`src/rtl/lzs_decode_core.sv`:
```
// LZS decompression core: token and length decoder feeding a copy engine that
// reads back through an external 1-cycle-latency history RAM.
//
// state   | meaning
// S_IDLE  | waiting for ce
// S_TOKEN | decoding a literal, offset or end marker
// S_LEN1  | first 2-bit length code
// S_LEN2  | second 2-bit length code
// S_LENX  | 4-bit length extension nibbles
// S_RD    | history read address presented
// S_EMIT  | history byte presented downstream
// S_END   | end marker or input exhausted, sticky
// S_ERR   | decode error, sticky
module lzs_decode_core #(
    parameter int HIST_AW = 11,
    parameter int CNT_W   = 32,
    parameter int CHK_OFF = 1
) (
    input  logic               clk,
    input  logic               rst,
    input  logic               ce,
    input  logic [12:0]        stream_data,
    input  logic               stream_valid,
    input  logic               stream_done,
    output logic [3:0]         stream_width,
    output logic               stream_ack,
    output logic [7:0]         out_data,
    output logic               out_valid,
    input  logic               out_ready,
    output logic               out_done,
    output logic               err,
    output logic [CNT_W-1:0]   byte_cnt,
    output logic [HIST_AW-1:0] hwaddr,
    output logic               hwe,
    output logic [7:0]         hdata_o,
    output logic [HIST_AW-1:0] hraddr,
    input  logic [7:0]         hdata
);

    typedef enum logic [3:0] {
        S_IDLE, S_TOKEN, S_LEN1, S_LEN2, S_LENX, S_RD, S_EMIT, S_END, S_ERR
    } state_t;

    state_t             state_q, state_d, rd_state;
    logic [HIST_AW-1:0] waddr_q, waddr_d, raddr_q, raddr_d, rd_addr;
    logic [15:0]        len_q, len_d;
    logic [16:0]        len_sum;
    logic [10:0]        offset_q, offset_d;
    logic               wrapped_q, wrapped_d;
    logic               out_valid_q, out_valid_d;
    logic [7:0]         out_data_q, out_data_d;
    logic               out_done_q, out_done_d, err_q, err_d;
    logic [CNT_W-1:0]   byte_cnt_q, byte_cnt_d;
    logic               accept, stall, dec_ok, eos, off_bad;

    assign accept  = out_valid_q & out_ready;
    assign stall   = out_valid_q & ~out_ready;
    assign dec_ok  = stream_valid & ~stall;
    assign eos     = ~stream_valid & stream_done;

    // Copy source is based on the write pointer after any write landing this
    // cycle, so a byte accepted alongside the length code is already counted.
    assign waddr_d   = accept ? waddr_q + 1'b1 : waddr_q;
    assign wrapped_d = wrapped_q | (accept & (&waddr_q));
    assign rd_addr   = waddr_d - HIST_AW'(offset_q);
    assign off_bad   = (CHK_OFF != 0) && !wrapped_d && (HIST_AW'(offset_q) > waddr_d);
    assign rd_state  = off_bad ? S_ERR : S_RD;
    assign len_sum   = {1'b0, len_q} + {13'd0, stream_data[12:9]};

    assign out_data  = (state_q == S_EMIT) ? hdata : out_data_q;
    assign out_valid = out_valid_q;
    assign out_done  = out_done_q;
    assign err       = err_q;
    assign byte_cnt  = byte_cnt_q;
    assign hwe       = accept;
    assign hwaddr    = waddr_q;
    assign hdata_o   = out_data;
    assign hraddr    = raddr_q;
    assign out_done_d = (state_d == S_END);
    assign err_d      = (state_d == S_ERR);

    always_comb begin
        state_d      = state_q;
        raddr_d      = raddr_q;
        len_d        = len_q;
        offset_d     = offset_q;
        out_valid_d  = out_valid_q;
        out_data_d   = out_data_q;
        byte_cnt_d   = byte_cnt_q;
        stream_ack   = 1'b0;
        stream_width = 4'd0;

        if (accept) begin
            out_valid_d = 1'b0;
            out_data_d  = out_data;
            if (!(&byte_cnt_q)) byte_cnt_d = byte_cnt_q + 1'b1;
        end

        case (state_q)
            S_IDLE: if (ce) state_d = S_TOKEN;
            S_TOKEN: begin
                if (dec_ok) begin
                    stream_ack   = 1'b1;
                    stream_width = 4'd9;
                    if (!stream_data[12]) begin
                        out_data_d  = stream_data[11:4];
                        out_valid_d = 1'b1;
                    end else if (stream_data[12:4] == 9'b110000000) begin
                        state_d = S_END;
                    end else if (stream_data[11]) begin
                        offset_d = {4'd0, stream_data[10:4]};
                        state_d  = S_LEN1;
                    end else begin
                        stream_width = 4'd13;
                        offset_d     = stream_data[10:0];
                        state_d      = (stream_data[10:0] == 11'd0) ? S_ERR : S_LEN1;
                    end
                end else if (eos) begin
                    state_d = S_END;
                end
            end
            S_LEN1: begin
                if (dec_ok) begin
                    stream_ack   = 1'b1;
                    stream_width = 4'd2;
                    if (&stream_data[12:11]) begin
                        state_d = S_LEN2;
                    end else begin
                        len_d   = 16'd2 + {14'd0, stream_data[12:11]};
                        raddr_d = rd_addr;
                        state_d = rd_state;
                    end
                end else if (eos) begin
                    state_d = S_END;
                end
            end
            S_LEN2: begin
                if (dec_ok) begin
                    stream_ack   = 1'b1;
                    stream_width = 4'd2;
                    if (&stream_data[12:11]) begin
                        len_d   = 16'd8;
                        state_d = S_LENX;
                    end else begin
                        len_d   = 16'd5 + {14'd0, stream_data[12:11]};
                        raddr_d = rd_addr;
                        state_d = rd_state;
                    end
                end else if (eos) begin
                    state_d = S_END;
                end
            end
            S_LENX: begin
                if (dec_ok) begin
                    stream_ack   = 1'b1;
                    stream_width = 4'd4;
                    len_d        = len_sum[16] ? 16'hFFFF : len_sum[15:0];
                    if (stream_data[12:9] != 4'hF) begin
                        raddr_d = rd_addr;
                        state_d = rd_state;
                    end
                end else if (eos) begin
                    state_d = S_END;
                end
            end
            S_RD: begin
                out_valid_d = 1'b1;
                state_d     = S_EMIT;
            end
            S_EMIT: begin
                if (accept) begin
                    len_d   = len_q - 1'b1;
                    raddr_d = raddr_q + 1'b1;
                    state_d = (len_q == 16'd1) ? S_TOKEN : S_RD;
                end
            end
            default: ;
        endcase

        if (state_d == S_ERR) out_valid_d = 1'b0;
    end

    always_ff @(posedge clk) begin
        if (rst) begin
            state_q     <= S_IDLE;
            waddr_q     <= '0;
            raddr_q     <= '0;
            len_q       <= '0;
            offset_q    <= '0;
            wrapped_q   <= 1'b0;
            out_valid_q <= 1'b0;
            out_data_q  <= '0;
            out_done_q  <= 1'b0;
            err_q       <= 1'b0;
            byte_cnt_q  <= '0;
        end else begin
            state_q     <= state_d;
            waddr_q     <= waddr_d;
            raddr_q     <= raddr_d;
            len_q       <= len_d;
            offset_q    <= offset_d;
            wrapped_q   <= wrapped_d;
            out_valid_q <= out_valid_d;
            out_data_q  <= out_data_d;
            out_done_q  <= out_done_d;
            err_q       <= err_d;
            byte_cnt_q  <= byte_cnt_d;
        end
    end

endmodule

```
`config.mk`:
```
export PLATFORM = sky130hd
export DESIGN_NAME = lzs_decode_core
export DESIGN_NICKNAME = d
export VERILOG_FILES = /design/src/rtl/lzs_decode_core.sv
export SDC_FILE = /design/constraint.sdc
export NUM_CORES = 1
export LEC_CHECK = 0
export CORE_AREA = 10 10 105 130
export CTS_CLUSTER_DIAMETER = 100
export CTS_CLUSTER_SIZE = 25
export DETAILED_ROUTE_END_ITERATION = 10
export DIE_AREA = 0 0 115 140
export GPL_TIMING_DRIVEN = 0
export PLACE_DENSITY = 0.93
export SLEW_MARGIN = 25
export SYNTH_ARGS = -nofsm -noshare
export SYNTH_HDL_FRONTEND = slang
export SYNTH_SLANG_ARGS = --single-unit
```
`constraint.sdc`:
```
create_clock -name clk -period 9.91 [get_ports clk]
set_input_delay 1.982 -clock clk [delete_from_list [all_inputs] [get_ports clk]]
set_output_delay 1.982 -clock clk [all_outputs]
set_load 0.005 [all_outputs]
```
Word level (Yosys, flattened, before mapping)
Cells that the tools add are included.
Storage, ports and cells
  register bits after elaboration: 97
  input port bits: 27
  output and inout port bits: 79
  word-level logic and storage cells: 117
Operators by class
  add/sub/neg operators: 8
  magnitude comparators: 1
  equal/unequal tests: 19
  mux-type cells: 51
  bitwise operators: 11
  reduce and logical (&&, ||, !) cells: 16
Operator list (count)
  16-bit 2-to-1 mux: 6
  11-bit 2-to-1 mux: 7
  4-bit 2-to-1 mux: 17
  16-bit case mux with 4 select lines: 1
  8-bit 2-to-1 mux: 5
  11-bit case mux with 3 select lines: 1
  32-bit by 1-bit adder with 32-bit output, second input constant: 1
  32-bit AND reduction: 1
  4-bit case mux with 7 select lines: 1
  11-bit by 1-bit adder with 11-bit output, second input constant: 2
  16-bit by 4-bit adder with 17-bit output: 1
  16-bit by 1-bit equality test with 1-bit output, second input constant: 1
  4-bit by 3-bit equality test with 1-bit output, second input constant: 4
  16-bit by 1-bit subtractor with 16-bit output, second input constant: 1
  3-bit 2-to-1 mux: 5
  2-bit inequality test, second input constant: 7
  4-bit case mux with 3 select lines: 1
  6-bit AND reduction: 2
  11-bit > comparator: 1
  11-bit zero test: 1
  11-bit AND reduction: 1
  11-bit subtractor: 1
  9-bit equality test, second input constant: 1
  4-bit by 2-bit equality test with 1-bit output, second input constant: 2
  21 further kinds: 35

Logic depth before layout (Yosys ltp)
Gate-level depths: netlist (run 1).
  depth after elaboration: 11
  mapped depth: 14
  gate-level depth less buffers: 13

Worst setup path after synthesis (run 1)
No wires, ideal clock.
  path kind: input to output
  from: input stream_valid
  to: output stream_width[3]
  data arrival time: 2.844 ns
  required time: 7.928 ns
  setup slack: 5.084 ns
  cell stages on the path: 6
  buffers on the path: 2
  cells stage by stage: clkbuf_1 -> nand2_1 -> nor2_1 -> nand2_1 -> inv_1 -> buf_4
On the way
  word-level cells in the longest chain between the ends: 3
RTL lines
  start: declaration: RTL line 23  | input logic stream_valid,
  1-bit AND: RTL line 58  | assign dec_ok = stream_valid & ~stall;
  4-bit 2-to-1 mux: RTL line 102  | if (dec_ok) begin
  4-bit case mux with 3 select lines: RTL line 99  | case (state_q)
  end: declaration: RTL line 25  | output logic [3:0] stream_width,
Every way passes these cells.

Worst setup path in the final report (run 1)
  from: input out_ready
  to: output stream_width[3]
On the way
  word-level cells in the longest chain between the ends: 6
RTL lines
  start: declaration: RTL line 29  | input logic out_ready,
  1-bit NOT: RTL line 57  | assign stall = out_valid_q & ~out_ready;
  1-bit AND: RTL line 57
  1-bit NOT: RTL line 58
  1-bit AND: RTL line 58
  4-bit 2-to-1 mux: RTL line 102
  4-bit case mux with 3 select lines: RTL line 99
Every way passes these cells.

==> results of run 1 <==
cell usage in the layout (no fill, tap or decap), drive strengths merged, types with 6 or more instances in the layout:
cell and instances:
nor3 25, o31ai 6, mux2i 18, and2 19, buf 27, or3 10, nand4 9, nand2b 10
nand3 34, inv 34, o21ai 42, dfxtp 97, nor2 79, o22ai 9, clkdlybuf4s50 103, xor2 20
and3 14, clkbuf 34, nand3b 7, a21oi 50, and4 6, a211oi 25, nor4 17, nand2 101
ha 22, xnor2 35
logic make-up after synthesis:
logic type               Yosys count
AO/OA/AOI/OAI                    188
multiplexers                      18
AND/OR/NAND/NOR                  351
adder cells (fa/ha/maj)           24
flip-flops                        97
XOR/XNOR                          55
buffers and inverters             82
report_power, final:
| part | total (mW) | switching (mW) | internal (mW) |
|---|---|---|---|
| clock network | 0.369 | 0.168 | 0.201 |
| logic | 0.536 | 0.300 | 0.235 |
| registers | 0.455 | 0.0338 | 0.421 |
cell usage after synthesis (all sizes together), types with 25 or more instances:
library cell  instances  area, um^2
o21ai                42         210
nand2               101         389
nor2                 79         304
nor3                 25         135
a211oi               25         193
a21oi                50         250
xnor2                35         307
buf                  27         191
nand3                34         175
dfxtp                97        1940
clkbuf               25         104
inv                  30         113
flip-flops by register name (all words and copies together) (netlist names):
| name | flops |
|---|---|
| byte_cnt | 32 |
| len_q | 16 |
| hraddr | 11 |
| hwaddr | 11 |
| offset_q | 11 |
| out_data_q | 8 |
| state_q | 4 |
| err | 1 |
| out_done | 1 |
| out_valid | 1 |
| wrapped_q | 1 |
routing by layer:
| layer | share of wire, % | up-vias | GRT usage, % |
|---|---|---|---|
| met4 | 5.3 | 0 | 12.7 |
| met2 | 47 | 392 | 40.7 |
| met5 | 0 | - | 0 |
| met3 | 9.4 | 101 | 6.67 |
| li1 | - | 3150 | - |
| met1 | 38 | 3109 | 26.8 |
path summary, 6_finish.rpt:
path	startpoint	to	slack [ps]	cells past startpoint
min	wrapped_q$_SDFF_PP0_	wrapped_q$_SDFF_PP0_	460	2
min reg2reg	wrapped_q$_SDFF_PP0_	wrapped_q$_SDFF_PP0_	460	2
max reg2reg	out_valid$_SDFF_PP0_	out_valid$_SDFF_PP0_	6200	13
max	out_ready	stream_width[3]	3710	8
per-stage QoR:
step,worst slack (ps),std cells,utilization (%)
floorplan,5080,815,-
global placement,3780,1053,68.6
detailed placement,3770,1053,68.6
CTS,3760,1069,71.4
global route,3500,1069,71.4
finish,3710,1069,71.4
critical path: cells and delay by family:
family | cells | cell delay [ps]
buffers and inverters | 4 | 1320
and+or+nand+nor | 4 | 920
area by class of cell:
type | count | share of cell area [%]
buffer | 52 | 3.73
timing repair buffer | 103 | 13.0
sequential | 97 | 24.5
clock inverter | 7 | 1.04
clock buffer | 9 | 2.84
multi-input combinational | 636 | 51.3
inverter | 30 | 1.42
tap | 135 | 2.13
==> results.json, run 1 <==
{
  "cp_max_fo": 8,
  "hold_class": "reg2reg",
  "dr.pass1.iters": 6,
  "fin_setup_tns_ps": 0,
  "cts_buffer_depth": 2,
  "diodes": 0,
  "cts_root_buffer": "clkbuf_16",
  "register_area_um2": 1940,
  "rows": 43,
  "synth_xor_xnor_area_share_pct": 7.52,
  "outcome": "complete, no violations",
  "fin_crit_ps": 6200,
  "irDropWorstVdd_mv": 0.126,
  "syn_inst": 815,
  "period_share_pct": 62.6,
  "cts_hold_buf": 0,
  "synth-simple-area-share_pct": 28.3,
  "yosysWarnings": 0,
  "die_h_um": 140,
  "drtIter0Drc": 619,
  "leakagePower_nw": 2.94,
  "fmax_ghz": 0.161,
  "first_global_vias": 6514,
  "grt_pass1_wl_um": 32200,
  "multiInputGateArea_um2": 4060,
  "critPathKind": "in2out",
  "grt_max_degree": 19,
  "slew_violations": 0,
  "antenna_found_initial": 0,
  "p_total_mw": 1.36,
  "tritoncts": "done",
  "core_area_um2": 11100,
  "die_area_um2": 16100,
  "initial_core_util_pct": 57.8,
  "cp-start-kind": "input port",
  "power_density_nw_per_um2": 172,
  "gp_congestion": 0.992,
  "overflow": 0,
  "fin_nets": 980,
  "clkTransAtPathRegs_ps": 70,
  "skew_ps": 11.2,
  "crit_path_max_incr_delay_ps": 510,
  "fin_area_um2": 7920,
  "muxShareOfSynthArea_pct": 2.81,
  "ys.flop_type": "dfxtp_1",
  "synth-compound-area-share_pct": 19.8,
  "end_kind": "output pin",
  "clock_latency_ps": 360,
  "tightest_slew_ps": 722,
  "via_count": 6752,
  "crit_path_top_delay_cell": "clkdlybuf4s50_1",
  "cts_sinks": 97,
  "dpl-instance-area_um2": 7610,
  "whs_ps": 464,
  "drc": 0,
  "post-cts-setup-buffer-count": 0,
  "io_buffers": 103,
  "async_reset_ff_share_pct": 0,
  "worstPathArrival_ps": 4220,
  "wirelength_um": 20100,
  "track_usage_pct": 24.2,
  "critPathRequiredTime_ps": 7930,
  "finalHoldViolations": 0,
  "drt-vias-per-instance": 6.32,
  "rsz0062_at_grt": "no",
  "synthAdderAreaFrac_pct": 4.92,
  "cts_max_level": 3,
  "cts_resized": 0,
  "synth-edff-count": 0,
  "ant_nets": 0,
  "die_w_um": 115,
  "syn_area_per_cell_um2": 7.86,
  "area_growth_pct": 23.5,
  "setup_viol": 0,
  "post-dp-hpwl_um": 14600,
  "syn_nets": 866,
  "synth_top_family_by_area": "simple AND/OR/NAND/NOR gates",
  "relSlewSlack_pct": 51.9,
  "fill_cells": 804,
  "max_cap_viol_count": 0,
  "crit_chain": "clkdlybuf4s50_1 > nand2b_1 > nand2_1 > nor2_1 > nand2_1 > inv_1 > buf_4 > clkdlybuf4s50_1",
  "wire_per_inst_um": 18.8,
  "ys_ff_latch": 97,
  "yosysSeqAreaShare_pct": 30.3,
  "synthesis.area_um2": 6410,
  "drive_gt1_share_pct": 6.96,
  "io_pins": 106,
  "cts_buffers": 9,
  "ys_types": 85
}
Note: power is estimated with default switching activity, not from simulation.
==> inputs of run 2 (changes only) <==
--- a/config.mk
+++ b/config.mk
@@ -5,13 +5,13 @@
 export SDC_FILE = /design/constraint.sdc
 export NUM_CORES = 1
 export LEC_CHECK = 0
-export CORE_AREA = 10 10 105 130
+export CORE_AREA = 10 10 114 141
 export CTS_CLUSTER_DIAMETER = 100
 export CTS_CLUSTER_SIZE = 25
 export DETAILED_ROUTE_END_ITERATION = 10
-export DIE_AREA = 0 0 115 140
+export DIE_AREA = 0 0 124 151
 export GPL_TIMING_DRIVEN = 0
-export PLACE_DENSITY = 0.93
+export PLACE_DENSITY = 0.84
 export SLEW_MARGIN = 25
 export SYNTH_ARGS = -nofsm -noshare
 export SYNTH_HDL_FRONTEND = slang
==> constraint.sdc (replaced) <==
create_clock -name clk -period 5.2 [get_ports clk]
set_input_delay 1.04 -clock clk [delete_from_list [all_inputs] [get_ports clk]]
set_output_delay 1.04 -clock clk [all_outputs]
set_load 0.005 [all_outputs]
==> run 2 against run 1 <==
Wire length decreased by 2.9%. Largest cell class unchanged. Register-to-register slack worse by 4800 ps. Total power rose by 88%. Cell count grew 3.4%. Sequential cell count unchanged. Via count fell by 3.9%.
==> results.json, run 2 (same netlist as run 1, synthesis figures left out) <==
{
  "outcome": "complete, no violations",
  "max_cap_viol_count": 0,
  "rsz0062_at_grt": "no",
  "core_area_um2": 13200,
  "fmax_ghz": 0.221,
  "leakagePower_nw": 2.93,
  "relSlewSlack_pct": 53.9,
  "fin_nets": 980,
  "skew_ps": 8.83,
  "clkTransAtPathRegs_ps": 70,
  "cts_max_level": 3,
  "tritoncts": "done",
  "cts_buffers": 9,
  "rows": 47,
  "dr.pass1.iters": 6,
  "worstPathArrival_ps": 4740,
  "area_growth_pct": 24.1,
  "drive_gt1_share_pct": 6.96,
  "cts_resized": 0,
  "drc": 0,
  "largest_reg_flops": 32,
  "diodes": 0,
  "io_pins": 106,
  "fin_ws_ps": 673,
  "hold_end": "wrapped_q$_SDFF_PP0_",
  "tightest_slew_ps": 691,
  "cp-start-kind": "input port",
  "end_kind": "flop",
  "power_density_nw_per_um2": 321,
  "hold_class": "reg2reg",
  "hold_depth": 2,
  "critPathKind": "in2reg",
  "fin_crit_ps": 4530,
  "period_share_pct": 87.0,
  "die_h_um": 151,
  "post-dp-hpwl_um": 14600,
  "crit_top_cell": "nand2_1",
  "final_common_cell": "clkdlybuf4s50_1",
  "crit_chain": "clkdlybuf4s50_1 > nand2_1 > inv_1 > buf_4 > nand2_1 > xnor2_1 > ha_1 > o211a_1 > o31a_1 > o41a_1 > a21o_1 > o31ai_2 > o2111a_1 > a311oi_1",
  "via_count": 6492,
  "fin_setup_tns_ps": 0,
  "fin_util_pct": 60.1,
  "ff2ff_setup_slack_ps": 1380,
  "finalHoldViolations": 0,
  "io_buffers": 103,
  "post-cts-setup-buffer-count": 0,
  "cp_max_fo": 10,
  "grt_pass1_wl_um": 31500,
  "post-place-ws_ps": 352,
  "critPathRequiredTime_ps": 5410,
  "cts_sinks": 97,
  "grt_max_degree": 20,
  "antenna_found_initial": 0,
  "clock_latency_ps": 360,
  "irDropWorstVdd_mv": 0.173,
  "ant_nets": 0,
  "slew_violations": 0,
  "initial_core_util_pct": 48.4,
  "cts_buffer_depth": 2,
  "cts_root_buffer": "clkbuf_16",
  "wirelength_um": 19600,
  "drtIter0Drc": 566,
  "drt-vias-per-instance": 5.88,
  "die_w_um": 124,
  "cts_hold_buf": 0,
  "wire_per_inst_um": 17.7,
  "crit_path_max_incr_delay_ps": 510,
  "r2r-start": "out_valid$_SDFF_PP0_",
  "gp_congestion": 0.975,
  "die_area_um2": 18700,
  "r2r_end": "out_valid$_SDFF_PP0_",
  "mostFrequentLayoutCells": "103 x clkdlybuf4s50_1, 99 x nand2_1, 97 x dfxtp_1, 78 x nor2_1, 50 x a21oi_1",
  "setup_viol": 0,
  "min_from": "wrapped_q$_SDFF_PP0_",
  "p_total_mw": 2.55,
  "overflow": 0,
  "r2r_cells": 13,
  "crit_path_top_delay_cell": "clkdlybuf4s50_1",
  "first_global_vias": 6241,
  "track_usage_pct": 20.7
}
run 2: changes by cell type in the layout (fill, tap and decap cells not counted), sizes merged:
cell,change
bufinv,-1
clkinv,+1
run 2: critical path, delay by kind of cell:
kind	cells	cell delay, ps
xor+xnor	1	270
buf+inv	3	910
simple gates	2	360
fa+ha+maj	1	350
compound gates	7	1810
run 2: final cells by class:
class | instances | area (um^2)
multi-input cells | 636 | 4060
flip-flops and latches | 97 | 1940
well taps | 171 | 214
clock inverters | 7 | 72.6
plain buffers | 52 | 295
inverters | 30 | 113
fillers | 1158 | 5280
clock buffers | 9 | 225
repair buffers | 103 | 1030
run 2: stage by stage:
stage	cells	cell area, um^2	hold WS [ps]
6_report	1105	7950	473
5_1_grt	1105	7950	511
4_1_cts	1105	7950	476
3_5_place_dp	1089	7650	458
3_3_place_gp	1089	7650	451
2_1_floorplan	815	6410	428
run 2: layer usage:
metal,GRT usage [%],share of wire (%),up-vias
met3,4.54,7.7,51
met2,35.4,49,272
met1,24.4,40,3019
met4,8.65,2.9,0
met5,0,0,-
li1,-,-,3150
run 2: worst max path at each step:
stage	start	endpoint	slack, ps	cells past startpoint
floorplan	out_ready	hraddr[10]$_SDFFE_PP0P_	1520	14
global placement	out_ready	out_valid$_SDFF_PP0_	420	14
detailed placement	out_ready	hraddr[10]$_SDFFE_PP0P_	350	15
CTS	out_ready	hraddr[10]$_SDFFE_PP0P_	690	15
global route	out_ready	out_valid$_SDFF_PP0_	470	14
finish	out_ready	out_valid$_SDFF_PP0_	670	14
run 2: power by group:
part,internal (mW),total (mW),leakage [nW],switching [mW]
Sequential,0.802,0.865,0.783,0.0631
Combinational,0.449,1.01,2.00,0.563
Clock,0.340,0.675,0.143,0.335
==> inputs of run 3 (changes only) <==
--- a/config.mk
+++ b/config.mk
@@ -12,7 +12,6 @@
 export DIE_AREA = 0 0 124 151
 export GPL_TIMING_DRIVEN = 0
 export PLACE_DENSITY = 0.84
-export SLEW_MARGIN = 25
 export SYNTH_ARGS = -nofsm -noshare
 export SYNTH_HDL_FRONTEND = slang
 export SYNTH_SLANG_ARGS = --single-unit
==> results of run 3 <==
No change in the layout: final DEF, timing and power equal those of run 2.
==> variant: new RTL, config.mk and constraints of run 3 <==
Register the output `byte_cnt` once more, without a reset; this adds one clock of latency there. The other outputs are not delayed to match.
--- a/src/rtl/lzs_decode_core.sv
+++ b/src/rtl/lzs_decode_core.sv
@@ -73,3 +73,5 @@
     assign err       = err_q;
-    assign byte_cnt  = byte_cnt_q;
+    always_ff @(posedge clk) begin
+        byte_cnt <= byte_cnt_q;
+    end
     assign hwe       = accept;
Behaviour: not the same (a bounded check fails within 4 cycles, from zero or initial values and one cycle with rst high).
==> variant against run 3 <==
  * Critical path depth is 7 lower
  * Worst setup slack worse by 0.26 ns
  * Non-clock buffer count up 9
  * Combinational power grew 6%
  * Via count rose by 8.2%
  * Final area is 11% higher
  * Area after synthesis is 8.4% higher
  * Hold slack worse by 0.091 ns
  * Wire length rose by 8.5%
  * Power up 32%
  * Largest cell class unchanged
  * Critical endpoint is now stream_width[2]
  * Sequential cell count increased by 32
  * Die area did not move
  * Sequential share of layout area rose by 5.0 points
  * Synthesized cell count rose by 5.2%
==> variant: results (changes against run 3) <==
stage;metric;value;unit;change
detailed_routing;metal3 WL;1.52;mm;+0.59%
global_routing;GRT met2 Usage;41.0;%;+5.6 points
detailed_routing;Vias/cell;6.03;;+2.7%
layout;post-layout net count;1031;;+5.2%
timing;Rel. slew slack;26.4;%;-28 points
global_routing;largest net degree at the start of global routing;17;;-15%
detailed_routing;Wirelength per Cell;18.2;microns;+3.0%
yosys;Distinct cells, synth;70;;-18%
yosys;most instantiated cells after synthesis;129 x dfxtp_1, 94 x nand2_1, 83 x nor2_1;;
outcome;outcome;completed;;
critical_path;Setup crit end;stream_width[2];;
critical_path;R2R Setup Slk;1.50;ns;+0.12 ns
placement;pre-CTS setup slack;0.522;ns;+0.170 ns
placement;gp weighted congestion;0.998;;+2.3%
clocking;H-tree levels;4;;+1
placement;IO buf count;104;;+0.97%
global_routing;first-pass GRT wire length;33.6;mm;+6.8%
clocking;cts bufs inserted;17;;+8
detailed_routing;met1 WL;7.81;mm;-0.96%
detailed_routing;1st-iter DRT viols;777;;+37%
layout;multi-input logic area;4000;sq um;-1.6%
clocking;clk_lat worst skew;0.42;ns;+0.06 ns
yosys;post-synthesis compound-gate area fraction;19.1;%;-0.67 points
timing;Tcrit/Tclk final;92.1;%;+5.0 points
critical_path;Arrival @ worst endpoint;3.75;ns;-0.99 ns
yosys;mean post-synth cell area;8.11;sq um;+3.1%
layout;# fillers;1127;;-2.7%
yosys;mux share of post-synthesis cell area;1.46;%;-1.4 points
yosys;sequential area share after synthesis;37.2;%;+6.9 points
hold_path;worst hold start;byte_cnt_q[31];;
power;Leakage;3.20;nW;+9.1%
yosys;Post-Synth XOR/XNOR Area;6.18;%;-1.3 points
placement;DPL Wire Length;15.7;mm;+7.1%
detailed_routing;met2 routed wirelength;11.1;mm;+16%
critical_path;crit-path leading delay family;buffers and inverters;;
global_routing;GRT Overall Usage;22.5;%;+1.8 points
timing;worst hold slack;0.383;ns;-0.0909 ns
## variant: cell count changes after synthesis, sizes merged, moves of 7 or more
cell    change
clkbuf     +18
o21ai      +13
nor3        -9
dfxtp      +32
nand2       -7
buf        -10
a211oi     -14
xor2        -7
mux2i       -9
and2       -12
a311oi     +11
nor2b       +9
## variant: worst min-delay path by stage
stage,cells past startpoint,to
floorplan,0,byte_cnt[5]
global placement,0,byte_cnt[23]
detailed placement,0,byte_cnt[31]
CTS,0,byte_cnt[31]
global route,0,byte_cnt[6]
finish,0,byte_cnt[31]
## variant: layout make-up
class | instances | share of cell area, %
Timing Repair Buffer | 104 | 11.8
Multi-Input combinational cell | 641 | 45.5
Inverter | 27 | 1.15
Tap cell | 171 | 2.43
Clock buffer | 18 | 4.88
Buffer | 60 | 3.06
Sequential cell | 129 | 29.4
Clock inverter | 14 | 1.78
## variant: where the power goes
group          switching, mW  total, mW  internal (mW)
combinational          0.635       1.07          0.437
sequential            0.0583       1.11           1.05
clock                  0.466       1.18          0.714
total                   1.16       3.36           2.20
